===== src/rtl/ahb_soc_3_slaves_pkg.sv =====
// Shared AHB-Lite constants, slave map and the scripted write/read-back data pattern.
package ahb_soc_3_slaves_pkg;

    localparam logic [1:0] HTRANS_IDLE   = 2'b00;
    localparam logic [1:0] HTRANS_NONSEQ = 2'b10;
    localparam logic [2:0] HSIZE_WORD    = 3'b010;
    localparam logic [2:0] HBURST_SINGLE = 3'b000;
    localparam logic       HRESP_OKAY    = 1'b0;

    localparam logic [7:0] SLAVE0_BASE = 8'h00;
    localparam logic [7:0] SLAVE1_BASE = 8'h20;
    localparam logic [7:0] SLAVE2_BASE = 8'h40;

    typedef enum logic [1:0] {
        ST_WRITE = 2'd0,
        ST_READ  = 2'd1,
        ST_DONE  = 2'd2
    } seq_state_t;

    // Index 3 is the sequencer's drain slot; it maps outside every slave.
    function automatic logic [7:0] slave_base(input logic [1:0] s);
        case (s)
            2'd0:    return SLAVE0_BASE;
            2'd1:    return SLAVE1_BASE;
            2'd2:    return SLAVE2_BASE;
            default: return 8'hFF;
        endcase
    endfunction

    function automatic logic [31:0] exp_data(input logic [31:0] pattern,
                                             input logic [1:0]  s,
                                             input logic [7:0]  k);
        return pattern | {22'd0, s, 8'd0} | {24'd0, k};
    endfunction

endpackage


===== src/rtl/ahb_sram_slave.sv =====
// Zero-wait-state AHB-Lite SRAM slave: registered address phase, write at end of data phase.
module ahb_sram_slave
    import ahb_soc_3_slaves_pkg::*;
#(
    parameter int unsigned NWORDS = 8
) (
    input  logic                      hclk,
    input  logic                      hreset,
    input  logic                      hsel,
    input  logic                      hwrite,
    input  logic [1:0]                htrans,
    input  logic [$clog2(NWORDS)-1:0] hidx,
    input  logic [31:0]               hwdata,
    output logic [31:0]               hrdata,
    output logic                      hreadyout,
    output logic                      hresp
);

    localparam int unsigned AW = $clog2(NWORDS);

    logic          sel_q;
    logic          write_q;
    logic          trans_q;
    logic [AW-1:0] idx_q;
    logic [31:0]   mem [NWORDS];
    logic          unused_trans;

    assign unused_trans = htrans[0];

    always_ff @(posedge hclk or posedge hreset) begin
        if (hreset) begin
            sel_q   <= 1'b0;
            write_q <= 1'b0;
            trans_q <= 1'b0;
            idx_q   <= '0;
        end else begin
            sel_q   <= hsel;
            write_q <= hwrite;
            trans_q <= htrans[1];
            idx_q   <= hidx;
        end
    end

    // Storage is deliberately not reset.
    always_ff @(posedge hclk) begin
        if (sel_q && write_q && trans_q) begin
            mem[idx_q] <= hwdata;
        end
    end

    assign hrdata    = mem[idx_q];
    assign hreadyout = 1'b1;
    assign hresp     = HRESP_OKAY;

endmodule


===== src/rtl/ahb_soc_3_slaves.sv =====
// Self-testing AHB-Lite subsystem: scripted master writes a pattern to three SRAMs and reads it back.
module ahb_soc_3_slaves
    import ahb_soc_3_slaves_pkg::*;
#(
    parameter int unsigned NWORDS  = 8,
    parameter logic [31:0] PATTERN = 32'hA5A5_0000
) (
    input  logic       HCLK,
    input  logic       HRESET,
    output logic       done,
    output logic       pass,
    output logic [7:0] err_cnt
);

    localparam int unsigned AW     = $clog2(NWORDS);
    localparam logic [AW-1:0] LAST_K = AW'(NWORDS - 1);

    seq_state_t    state, state_n;
    logic          started, started_n;
    logic [1:0]    sel_s, sel_s_n;
    logic [AW-1:0] word_k, word_k_n;
    logic          done_n, pass_n;
    logic [7:0]    err_cnt_n;

    logic          addr_valid;
    logic [31:0]   haddr;
    logic [1:0]    htrans;
    logic          hwrite;
    logic [2:0]    hsize;
    logic [2:0]    hburst;
    logic [31:0]   hwdata;
    logic [31:0]   hrdata;
    logic          hready;
    logic          hresp;
    logic          mismatch;

    logic          dp_write, dp_read;
    logic [1:0]    dp_s;
    logic [AW-1:0] dp_k;
    logic [1:0]    dec_idx, dsel_q;
    logic [2:0]    hsel;

    logic [31:0]   rdata_s [3];
    logic          ready_s [3];
    logic          resp_s  [3];
    logic          unused_bus;

    always_ff @(posedge HCLK or posedge HRESET) begin
        if (HRESET) begin
            state    <= ST_WRITE;
            started  <= 1'b0;
            sel_s    <= '0;
            word_k   <= '0;
            done     <= 1'b0;
            pass     <= 1'b0;
            err_cnt  <= '0;
            dp_write <= 1'b0;
            dp_read  <= 1'b0;
            dp_s     <= '0;
            dp_k     <= '0;
            dsel_q   <= 2'd3;
        end else begin
            state    <= state_n;
            started  <= started_n;
            sel_s    <= sel_s_n;
            word_k   <= word_k_n;
            done     <= done_n;
            pass     <= pass_n;
            err_cnt  <= err_cnt_n;
            dp_write <= addr_valid && hwrite;
            dp_read  <= addr_valid && !hwrite;
            dp_s     <= sel_s;
            dp_k     <= word_k;
            dsel_q   <= dec_idx;
        end
    end

    // Sequencer: sel_s==3 in READ is the drain cycle carrying the last read data phase.
    always_comb begin
        state_n    = state;
        started_n  = 1'b1;
        sel_s_n    = sel_s;
        word_k_n   = word_k;
        addr_valid = started && ((state == ST_WRITE) || (state == ST_READ && sel_s != 2'd3));
        if (started) begin
            case (state)
                ST_WRITE: begin
                    if (word_k == LAST_K) begin
                        word_k_n = '0;
                        if (sel_s == 2'd2) begin
                            sel_s_n = '0;
                            state_n = ST_READ;
                        end else begin
                            sel_s_n = sel_s + 2'd1;
                        end
                    end else begin
                        word_k_n = word_k + AW'(1);
                    end
                end
                ST_READ: begin
                    if (sel_s == 2'd3) begin
                        state_n = ST_DONE;
                    end else if (word_k == LAST_K) begin
                        word_k_n = '0;
                        sel_s_n  = sel_s + 2'd1;
                    end else begin
                        word_k_n = word_k + AW'(1);
                    end
                end
                default: state_n = ST_DONE;
            endcase
        end

        mismatch  = dp_read && (hrdata != exp_data(PATTERN, dp_s, 8'(dp_k)));
        err_cnt_n = (mismatch && err_cnt != 8'hFF) ? err_cnt + 8'd1 : err_cnt;
        done_n    = done || (state_n == ST_DONE);
        pass_n    = done_n && (err_cnt_n == 8'd0);
    end

    assign htrans = addr_valid ? HTRANS_NONSEQ : HTRANS_IDLE;
    assign hwrite = addr_valid && (state == ST_WRITE);
    assign hsize  = HSIZE_WORD;
    assign hburst = HBURST_SINGLE;
    assign haddr  = {slave_base(sel_s), {(22 - AW){1'b0}}, word_k, 2'b00};
    assign hwdata = dp_write ? exp_data(PATTERN, dp_s, 8'(dp_k)) : 32'd0;

    // Address decoder; index 3 is the default slave.
    always_comb begin
        case (haddr[31:24])
            SLAVE0_BASE: dec_idx = 2'd0;
            SLAVE1_BASE: dec_idx = 2'd1;
            SLAVE2_BASE: dec_idx = 2'd2;
            default:     dec_idx = 2'd3;
        endcase
        hsel = 3'b000;
        if (dec_idx != 2'd3) hsel[dec_idx] = 1'b1;
    end

    ahb_sram_slave #(.NWORDS(NWORDS)) u_slave0 (
        .hclk(HCLK), .hreset(HRESET), .hsel(hsel[0]), .hwrite(hwrite), .htrans(htrans),
        .hidx(haddr[AW+1:2]), .hwdata(hwdata), .hrdata(rdata_s[0]),
        .hreadyout(ready_s[0]), .hresp(resp_s[0])
    );

    ahb_sram_slave #(.NWORDS(NWORDS)) u_slave1 (
        .hclk(HCLK), .hreset(HRESET), .hsel(hsel[1]), .hwrite(hwrite), .htrans(htrans),
        .hidx(haddr[AW+1:2]), .hwdata(hwdata), .hrdata(rdata_s[1]),
        .hreadyout(ready_s[1]), .hresp(resp_s[1])
    );

    ahb_sram_slave #(.NWORDS(NWORDS)) u_slave2 (
        .hclk(HCLK), .hreset(HRESET), .hsel(hsel[2]), .hwrite(hwrite), .htrans(htrans),
        .hidx(haddr[AW+1:2]), .hwdata(hwdata), .hrdata(rdata_s[2]),
        .hreadyout(ready_s[2]), .hresp(resp_s[2])
    );

    // Data-phase mux driven by the select captured in the address phase.
    always_comb begin
        hrdata = 32'd0;
        hready = 1'b1;
        hresp  = HRESP_OKAY;
        if (dsel_q != 2'd3) begin
            hrdata = rdata_s[dsel_q];
            hready = ready_s[dsel_q];
            hresp  = resp_s[dsel_q];
        end
    end

    // Fixed-size single-beat master: these bus fields never steer logic here.
    assign unused_bus = ^{haddr[23:AW+2], haddr[1:0], hsize, hburst, hready, hresp};

endmodule


===== config.mk =====
export PLATFORM = sky130hd
export DESIGN_NAME = ahb_soc_3_slaves
export DESIGN_NICKNAME = d
export VERILOG_FILES = /design/src/rtl/ahb_soc_3_slaves_pkg.sv /design/src/rtl/ahb_sram_slave.sv /design/src/rtl/ahb_soc_3_slaves.sv
export SDC_FILE = /design/constraint.sdc
export NUM_CORES = 1
export LEC_CHECK = 0
export CAP_MARGIN = 30
export CORE_UTILIZATION = 50
export CTS_CLUSTER_DIAMETER = 60
export DETAILED_ROUTE_END_ITERATION = 8
export PLACE_DENSITY = 0.69
export SETUP_SLACK_MARGIN = 0.5
export SYNTH_ARGS = -nofsm -noshare
export SYNTH_HDL_FRONTEND = slang
export SYNTH_SLANG_ARGS = --single-unit
export TNS_END_PERCENT = 30

===== constraint.sdc =====
create_clock -name HCLK -period 6.3 [get_ports HCLK]
set_input_delay 0.63 -clock HCLK [delete_from_list [all_inputs] [get_ports HCLK]]
set_output_delay 0.63 -clock HCLK [all_outputs]
set_load 0.02 [all_outputs]

==> results by group <==
Routing
  – WL met3: 1.279 mm
  – DRT Pass-1 Iters: 6
  – ANT nets after route: 0
  – Top sig layer: met4
  – Via density: about 6.3
  – Vias: about 4500
  – DR iter-0 viols: 578
  – DRT met1 WL: 7.011 mm
  – Detail Route met2 WL: roughly 7.7 mm
  – WL per Instance: between 20 and 25 um
  – Residual DRC count: 0
  – WL final: around 16 mm

Layout
  – # diodes: 0
  – Layout cells sized above 1: roughly 12%
  – Final std cells w/o fill: a little over 700
  – # fillers: approximately 1100
  – Area delta synth->final: 11.84%
  – Final nets: around 520
  – Final core utilization: a little under three fifths

Logic synthesis
  – Syn_area_per_cell: 14.74 um^2
  – Synthesized instance count: 502
  – Post-Synth Simple-Gate Area: a little under a tenth
  – FFs w/ async S/R, synth: between 15 and 20%
  – Synthesized-area fraction occupied by adder cells: less than 1%
  – Synth top area cells: edfxtp_1 58%, dfrtp_1 9.8%, a221oi_1 2.1%
  – Synth Area in XOR/XNOR: under 10%
  – Syn nets: just over 500
  – Mux cell area share after synthesis: 5.226%
  – Synth Warn #: 0
  – Compound-cell area share of the yosys netlist: roughly 11%
  – Area leader, netlist: edfxtp_1
  – Synthesized flop and latch total: approximately 180
  – Yosys top cell area share: about three fifths
  – Cell variety after synth: 71
  – Netlist Area Pre-Place: between 7000 and 8000 um^2
  – EDFF count, synth: 144
  – Seq/Total Area, Yosys: about 69%
  – Most common flop cell mapped by yosys: edfxtp_1
  – Largest family of logic cells by synthesized area: compound AO/OA/AOI/OAI gates

Power and ir drop
  – Combinational power share: between 20% and 30%
  – Lkg Pwr: between 2 and 3 nW
  – Internal power: 2.401 mW
  – Clk pwr share: 30.3%
  – Total power: ~3.5 mW
  – Worst VDD drop: roughly 0.26 mV
  – P per Cell Area: around 430 nW/um^2
  – Sw power: between 1 and 1.5 mW
  – Flop pwr share: 42.4%
  – Switching Fraction: between 30 and 40%

Clock network
  – Number of sinks driven by the clock tree: approximately 180
  – Cts repair resizes: 0
  – Max clock buf depth: 2
  – Skew-Pair Late Insertion Delay: 0.43 ns
  – Hold Buf Count CTS: 0
  – CTS buffer count: 17
  – Clk pin slew, worst setup/hold paths: roughly 0.06 ns
  – Setup bufs post-CTS: 0
  – H-tree levels: 4
  – CTS tree: yes
  – CTS root buf: clkbuf_16

Placement
  – GPL Wtd Cong: between 0.8 and 0.9
  – Port bufs: 11
  – Placed wire-length estimate: 10.57 mm
  – Placed insts: ~680

Floorplanning
  – Core Rows: 44
  – Die area: between 15000 and 20000 um^2
  – Chip Width: approximately 120 um
  – Die Y: between 100 and 150 um
  – Initial Util: about half
  – Ports: 12
  – Core area: around 14000 um^2

Global routing
  – Initial antenna violation count: 0
  – Vias in the first global route: 4236
  – Total GRT Usage: 23.48%
  – First-pass GRT wire length: approximately 25 mm
  – Largest net degree at the start of global routing: 52
  – GRT overflow: 0

Timing
  – Clock Skew: ~0.010 ns
  – Count of final max-slew check failures: 0
  – Slew @ Worst Pin: ~1 ns
  – # setup viols final: 0
  – Max Clock Freq: ~0.25 GHz
  – Final min period: around 3.9 ns
  – Final period utilization: between 60% and 70%
  – TNS Setup: 0 ns
  – Max-slew headroom: around a third
  – Final hold vios: 0
  – RSZ-0062 raised after global routing: false

Worst setup path
  – Setup crit end kind: flop
  – FF-to-FF path depth: 10
  – Critical path's slowest cell: dfrtp_1
  – CP required: approximately 6.6 ns
  – Crit path max fanout: 39
  – Setup Crit Path Kind: reg -> reg
  – CP max stage delay: 0.67 ns
  – Critical path startpoint category: flop
  – Worst path cell trace: buf_4 > nor2b_1 > a221oi_1 > o221ai_1 > o22ai_1 > o311ai_1 > o21ai_2 > or2_2 > a211oi_1 > and4bb_1
  – CP arrival: between 4 and 5 ns

Hold path
  – Min-Delay Path Class: reg -> reg
  – Worst Hold Depth: 0

Status
  – Outcome: complete, no violations

Job
  – Max Cap Viol: 0
==> Yosys cell counts (all sizes together) (3+ instances only) <==
| cell | instances |
|---|---|
| mux2i | 15 |
| mux4 | 3 |
| nand2 | 27 |
| inv | 16 |
| and2 | 9 |
| a221o | 3 |
| a22oi | 5 |
| and3b | 8 |
| a211oi | 4 |
| o21ai | 22 |
| o21bai | 3 |
| mux2 | 15 |
| a221oi | 19 |
| nor2 | 28 |
| a22o | 3 |
| and3 | 3 |
| nor2b | 9 |
| o221ai | 3 |
| nor3b | 4 |
| a21oi | 6 |
| dfrtp | 29 |
| nand3 | 13 |
| buf | 22 |
| a31oi | 7 |
| xor2 | 3 |
| o211ai | 3 |
| nor3 | 16 |
| a2111oi | 4 |
| edfxtp | 144 |
| clkbuf | 7 |
| xnor2 | 8 |
| ha | 3 |
==> layer usage <==
| layer | vias up | GRT usage (%) |
|---|---|---|
| li1 | 1971 | - |
| met1 | 2248 | 32.23 |
| met2 | 198 | 34.72 |
| met3 | 34 | 6.227 |
| met4 | 0 | 11.45 |
| met5 | - | 0 |
==> worst paths after layout <==
check / slack (ns) / startpoint / endpoint
setup / recovery: 2.35 / u_slave2.idx_q[0] / pass
hold / removal: 0.41 / word_k[2] / u_slave2.idx_q[2]
setup reg to reg: 2.35 / u_slave2.idx_q[0] / pass
hold reg to reg: 0.41 / word_k[2] / u_slave2.idx_q[2]
max in group asynchronous: 5.24 / HRESET / dsel_q[1]
min in group asynchronous: 0.51 / HRESET / err_cnt[1]
==> cell type report <==
class	instances	area [um^2]	area share, %
multi-input cells	282	2037	24.62
repair buffers	22	217.7	2.631
well taps	184	230.2	2.782
clock buffers	25	560.5	6.775
clock inverters	7	63.81	0.7712
flip-flops and latches	175	5105	61.70
inverters	16	60.06	0.7258
==> worst max-delay path, delay by kind of cell (launching register included) <==
| family | cells | cell delay [ns] |
|---|---|---|
| flops | 1 | 0.67 |
| simple gates | 3 | 1.02 |
| compound gates | 6 | 1.66 |
| buf+inv | 1 | 0.46 |
==> layout by cell type (no fill, tap or decap), types with 3 or more instances in the layout <==
master	Yosys	layout
edfxtp_1	144	144
nor2_1	28	28
nand2_1	27	27
dfrtp_1	29	27
clkbuf_16	0	21
a221oi_1	18	18
nor3_1	16	16
mux2i_1	15	15
o21ai_0	14	14
inv_1	13	13
nand3_1	13	13
clkdlybuf4s50_1	0	11
nor2b_1	9	9
and2_1	9	9
mux2_1	9	9
and3b_1	8	8
xnor2_1	8	8
o21ai_1	7	7
a31oi_1	7	7
mux2_2	6	6
a21oi_1	5	5
a22oi_1	5	5
buf_4	4	5
nor3b_1	4	4
inv_2	3	3
o221ai_1	3	3
mux4_2	3	3
o211ai_1	3	3
o21bai_1	3	3
a221o_1	3	3
a22o_1	3	3
and3_1	3	3
a211oi_1	3	3
xor2_1	3	3
ha_1	3	3
clkinv_2	0	3
buf_2	11	3
==> power groups by stage <==
stage	Clock [mW]	Combinational (mW)	Sequential, mW
global placement	0	0.879	1.57
finish	1.08	0.970	1.50
detailed placement	0	0.893	1.57
floorplan	0	0.752	1.46
global route	1.13	1.04	1.51
CTS	1.09	0.901	1.55
==> sequential cells by signal (all words and copies together) (netlist names), 2 cells and up <==
signal          flops
err_cnt             8
dp_s                2
u_slave1.mem       48
u_slave0.mem       48
sel_s               2
dsel_q              2
u_slave2.idx_q      3
state               2
word_k              3
u_slave2.mem       48
==> through the flow <==
stage	worst slack, ns	hold WS (ns)	instance area (um^2)
detailed placement	2.368	0.3990	7622
global placement	2.333	0.3872	7572
global route	2.005	0.4201	8274
floorplan	3.655	0.3519	7398
CTS	2.314	0.4128	8247
finish	2.351	0.4096	8274
==> cell families after synthesis <==
kind of cell,after synthesis
other cells,1
flops,175
fa+ha+maj,3
mux,33
xor+xnor,11
compound gates,104
simple gates,130
buf+inv,45
(Power assumes the default switching activity.)
